File: src/rtl/seq_mult_param.sv
// Parametrised sequential add-shift multiplier with signed/unsigned mode.
// One partial-product iteration per clock; WIDTH iterations per multiply.
// The result accumulates in {A, B}; X carries the sign/carry bit of the last sum.
// The multiplicand S is captured at start, so Din may change freely during a run.
module seq_mult_param #(
  parameter int WIDTH = 8
) (
  input  logic                 Clk,
  input  logic                 Reset,
  input  logic                 Load_B,
  input  logic                 Start,
  input  logic                 Signed_Mode,
  input  logic [WIDTH-1:0]     Din,
  output logic                 Xval,
  output logic [WIDTH-1:0]     Aval,
  output logic [WIDTH-1:0]     Bval,
  output logic [2*WIDTH-1:0]   Product,
  output logic                 Busy,
  output logic                 Done
);

  localparam int CW = $clog2(WIDTH);
  localparam logic [CW-1:0] LAST = CW'(WIDTH - 1);

  typedef enum logic [1:0] {
    IDLE = 2'd0,
    CALC = 2'd1,
    DONE = 2'd2
  } state_t;

  state_t           state_reg, state_next;
  logic             x_reg, x_next;
  logic [WIDTH-1:0] a_reg, a_next;
  logic [WIDTH-1:0] b_reg, b_next;
  logic [WIDTH-1:0] s_reg, s_next;
  logic             mode_reg, mode_next;
  logic [CW-1:0]    cnt_reg, cnt_next;

  logic [WIDTH:0]   ext_a;
  logic [WIDTH:0]   ext_s;
  logic [WIDTH:0]   sum_t;
  logic             last_iter;

  // Partial-product arithmetic: extend A and S by one bit, then add, subtract or pass A.
  // The final signed iteration subtracts because the multiplier's MSB carries negative weight.
  always_comb begin
    ext_a     = mode_reg ? {a_reg[WIDTH-1], a_reg} : {1'b0, a_reg};
    ext_s     = mode_reg ? {s_reg[WIDTH-1], s_reg} : {1'b0, s_reg};
    last_iter = (cnt_reg == LAST);
    sum_t     = ext_a;
    if (b_reg[0]) begin
      if (mode_reg && last_iter) begin
        sum_t = ext_a - ext_s;
      end else begin
        sum_t = ext_a + ext_s;
      end
    end
  end

  // Next-state and datapath-update logic; everything holds unless the state says otherwise.
  always_comb begin
    state_next = state_reg;
    x_next     = x_reg;
    a_next     = a_reg;
    b_next     = b_reg;
    s_next     = s_reg;
    mode_next  = mode_reg;
    cnt_next   = cnt_reg;
    case (state_reg)
      IDLE: begin
        if (Load_B) begin
          // Load wins over Start when both are pressed together.
          b_next = Din;
          a_next = '0;
          x_next = 1'b0;
        end else if (Start) begin
          // B is kept so a second press can reuse the previous low half.
          s_next     = Din;
          mode_next  = Signed_Mode;
          a_next     = '0;
          x_next     = 1'b0;
          cnt_next   = '0;
          state_next = CALC;
        end
      end
      CALC: begin
        a_next   = sum_t[WIDTH:1];
        b_next   = {sum_t[0], b_reg[WIDTH-1:1]};
        x_next   = mode_reg & sum_t[WIDTH];
        cnt_next = cnt_reg + CW'(1);
        if (last_iter) begin
          state_next = DONE;
        end
      end
      DONE: begin
        // Waiting for Start release guarantees one multiply per press.
        if (!Start) begin
          state_next = IDLE;
        end
      end
      default: begin
        state_next = IDLE;
      end
    endcase
  end

  // State register with asynchronous reset.
  always_ff @(posedge Clk or posedge Reset) begin
    if (Reset) begin
      state_reg <= IDLE;
    end else begin
      state_reg <= state_next;
    end
  end

  // Datapath registers; reset clears everything, including mid-run.
  always_ff @(posedge Clk or posedge Reset) begin
    if (Reset) begin
      x_reg    <= 1'b0;
      a_reg    <= '0;
      b_reg    <= '0;
      s_reg    <= '0;
      mode_reg <= 1'b0;
      cnt_reg  <= '0;
    end else begin
      x_reg    <= x_next;
      a_reg    <= a_next;
      b_reg    <= b_next;
      s_reg    <= s_next;
      mode_reg <= mode_next;
      cnt_reg  <= cnt_next;
    end
  end

  assign Xval    = x_reg;
  assign Aval    = a_reg;
  assign Bval    = b_reg;
  assign Product = {a_reg, b_reg};
  assign Busy    = (state_reg == CALC);
  assign Done    = (state_reg == DONE);

endmodule
File: config.mk
export PLATFORM = sky130hd
export DESIGN_NAME = seq_mult_param
export DESIGN_NICKNAME = d
export VERILOG_FILES = /design/src/rtl/seq_mult_param.sv
export SDC_FILE = /design/constraint.sdc
export NUM_CORES = 1
export LEC_CHECK = 0
export ABC_CLOCK_PERIOD_IN_PS = 2600
export BUFFER_PORTS_ARGS = -buffer_cell sky130_fd_sc_hd__buf_4
export CORE_ASPECT_RATIO = 1.25
export CORE_UTILIZATION = 49
export CTS_BUF_LIST = sky130_fd_sc_hd__clkbuf_4 sky130_fd_sc_hd__clkbuf_8 sky130_fd_sc_hd__clkbuf_16
export DETAILED_ROUTE_END_ITERATION = 8
export GPL_ROUTABILITY_DRIVEN = 1
export PLACE_DENSITY = 0.81
export SETUP_SLACK_MARGIN = 0.5
export SYNTH_ARGS = -nofsm -noshare
export SYNTH_HDL_FRONTEND = slang
export SYNTH_SLANG_ARGS = --single-unit
File: constraint.sdc
create_clock -name Clk -period 2.6 [get_ports Clk]
set_input_delay 0.65 -clock Clk [delete_from_list [all_inputs] [get_ports Clk]]
set_output_delay 0.65 -clock Clk [all_outputs]
set_load 0.02 [all_outputs]
==> impl_metrics.ini <==
[outcome]
outcome = complete, but fails checks
violations = setup timing

[timing]
setup_ws_ns = -0.0905
setup_violations = 5
hold_viol = 0
tightest_slew_ns = 0.523
drv_slew = 0
fin_crit_sh_pct = 103
fmax_ghz = 0.372
layout_min_cycle_time_ns = 2.69
maxSlewHeadroom_pct = 65.0
rsz0062_at_grt = true
finalClockSkew_ns = 0.00666

[setup_path]
path_common_cell = ha_2
cp_data_arrival_time_ns = 2.87
critPathRequiredTime_ns = 2.78
max_stage_delay_ns = 0.39
r2r_slack_ns = -0.09
start_kind = flop
end_kind = flop
crit_chain = ha_2 -> ha_4 -> buf_4 -> nand2_4 -> o31ai_2 -> xor2_1 -> ha_2 -> a21oi_2 -> nand2_2 -> a21oi_4 -> nor4b_2 -> a2111oi_1 -> nand2_1
path_class = flop to flop
critical_path.slowest_cell = dfrtp_1
crit_path_max_fanout = 6

[power]
comb_power_share_pct = 69.7
power.density_nw_per_um2 = 1530
ir_worst_vdd_mv = 0.863
p_switching_w = 0.00200
sw_frac_of_total_pct = 45.0
p_int_w = 0.00244
p_leak_nw = 1.40
clock_power_share_pct = 9.0
p_seq_share_pct = 21.3

[synthesis]
synth_fa_ha_area_share_pct = 7.41
synth_simple_gate_area_share_pct = 19.3
synth-compound-area-share_pct = 17.8
synth_mux_area_share_pct = 5.11
synth_warnings = 0
post_synth_num_cell_types = 53
synth_flop_cell = dfrtp_1
synth_fp_nets = 260
synth-edff-count = 0
synthCells = 235
syn_avg_cell_area_um2 = 9.06
ys_ff_latch = 31
synth_area_um2 = 2130
async_reset_ff_share_pct = 100
ys_seq_area_share_pct = 36.4
synth_top_family_by_area = simple AND/OR/NAND/NOR gates
synth_xor_area_share_pct = 4.12

[job]
cap_violations = 0

[global_route]
antenna_found_initial = 0
grt_max_degree = 32
grt_pass1_wl_um = 8320
grt_pass1_vias = 1826
grt.total_usage_pct = 25.0
overflow = 0

[clock_tree]
htreeDepth = 2
clkSlewWorstSetupHoldPaths_ns = 0.07
cts_tree = yes
hold_buffers = 0
cts.path.max_buffers = 2
clock-sinks = 31
clock_latency_ns = 0.29
numCtsBuffers = 5
clockRootBuffer = clkbuf_8

[placed_design]
dp_cells = 335
portBuffers = 47
post-place-ws_ns = -0.138
dp_hpwl_um = 3620
gp_congestion = 0.848

[floorplan]
die_y_um = 75.7
ios = 48
die-area_um2 = 4610
start_util_pct = 51.5
rows = 26
core_area_um2 = 4130
die_w_um = 60.9

[layout]
nFillCells = 314
drive_gt1_share_pct = 44.1
insertedDiodeCount = 0
final_nets = 321
stdcell_count = 353
fin_util_pct = 70.4
syn_to_final_growth_pct = 36.6

[min_path]
hold_path.class = primary input to asynchronous set/reset pin

[routing]
drtPass1Iterations = 4
antenna_left = 0
vias = 1948
drt_iter0_drc = 107
wire_per_inst_um = 15.0
routed_wl_um = 5310
drc = 0
drt-vias-per-instance = 5.52
-- worst paths after layout --
path,from,cells past startpoint,to
max in group asynchronous,Reset,3,state_reg[1]$_DFFE_PP0P_
hold / removal,Reset,3,Aval[0]$_DFFE_PP0P_
min in group Clk,Xval$_DFFE_PP0P_,2,Xval$_DFFE_PP0P_
setup / recovery,cnt_reg[1]$_DFFE_PP0P_,13,Aval[7]$_DFFE_PP0P_
hold reg to reg,Xval$_DFFE_PP0P_,2,Xval$_DFFE_PP0P_
setup reg to reg,cnt_reg[1]$_DFFE_PP0P_,13,Aval[7]$_DFFE_PP0P_
-- cells in the final DEF (no fill, tap or decap), types with 3 or more instances in the layout --
cell type,netlist,layout
xnor2_2,0,3
nor3_1,4,4
clkbuf_8,0,5
and3b_1,5,5
buf_4,16,78
xnor2_1,8,5
ha_1,11,8
nand2_1,27,25
a21o_1,3,3
o21ai_1,1,6
nor2_1,13,11
o21ai_0,23,17
dfrtp_1,31,29
a21oi_1,17,15
nand3_1,4,3
mux2_2,7,7
inv_1,9,9
nor2b_1,3,3
-- power groups by stage --
stage	combinational [W]	sequential (W)	clock, W
global route	0.00335	0.000976	0.000425
floorplan	0.00169	0.00101	0
global placement	0.00251	0.000929	0
detailed placement	0.00260	0.000944	0
CTS	0.00278	0.000948	0.000395
finish	0.00310	0.000946	0.000398
-- layout make-up --
class / count / area [um^2] / area share, %
repair buffers: 80 / 608 / 20.9
inverters: 11 / 43.8 / 1.51
well taps: 56 / 70.1 / 2.41
clock buffers: 7 / 83.8 / 2.88
clock inverters: 1 / 5.00 / 0.172
multi-input cells: 167 / 1320 / 45.3
flip-flops and latches: 31 / 778 / 26.8
-- metrics by stage --
step                cell area, um^2  hold WS (ns)  setup TNS (ns)  total power, W
global route                   2910         0.496          -0.852         0.00476
CTS                            2790         0.451          -0.156         0.00412
finish                         2910         0.424          -0.225         0.00444
global placement               2610         0.487         -0.0180         0.00344
floorplan                      2190         0.469         -0.0549         0.00271
detailed placement             2610         0.487          -0.216         0.00354
-- kinds of logic after synthesis --
family / after synthesis
and+or+nand+nor: 74
AOI/OAI and AO/OA: 61
buffers and inverters: 37
DFF: 31
adders and majority gates: 12
xor gates and xnor gates: 10
muxes: 10
-- routing by layer --
metal	vias up	track usage [%]	routed length [um]
met4	0	12.9	124
met5	-	0	0
li1	939	-	-
met2	53	43.3	2870
met3	11	5.77	215
met1	945	28.4	2100
-- synthesized netlist by cell type, drive strengths merged (2+ instances only) --
master	count	area share (%)
dfrtp	31	36
nand2	27	4.8
o21ai	25	6.1
buf	19	6.6
a21oi	18	4.4
nor2	13	2.3
ha	11	6.5
inv	10	1.8
xnor2	8	3.3
clkbuf	7	1.2
mux2	7	3.7
and3b	5	2.1
nor3	5	1.4
nand3	4	0.94
a21o	3	1.1
a31oi	3	1.6
and3	3	0.94
mux2i	3	1.4
nor2b	3	0.88
nor4b	3	1.9
a2111oi	2	0.88
a22oi	2	0.71
and4	2	0.94
nor3b	2	0.71
nor4	2	0.59
xor2	2	0.82
-- critical path, delay by kind of cell (launching register included) --
kind                     cells  cell delay [ns]
AO/OA/AOI/OAI                4             0.83
XOR/XNOR                     1             0.16
adder cells (fa/ha/maj)      3             0.69
buffers and inverters        1             0.14
flip-flops                   1             0.39
AND/OR/NAND/NOR              4             0.36
-- timing repair --
| action | 4_1_cts | 5_1_grt |
|---|---|---|
| setup buffers | 1 | 9 |
| pin swaps | 4 | 7 |
| hold endpoints to repair | 0 | 0 |
| endpoints found under the setup margin | 9 | 10 |
| gates resized for setup | 22 | 11 |
(Power assumes the default switching activity.)
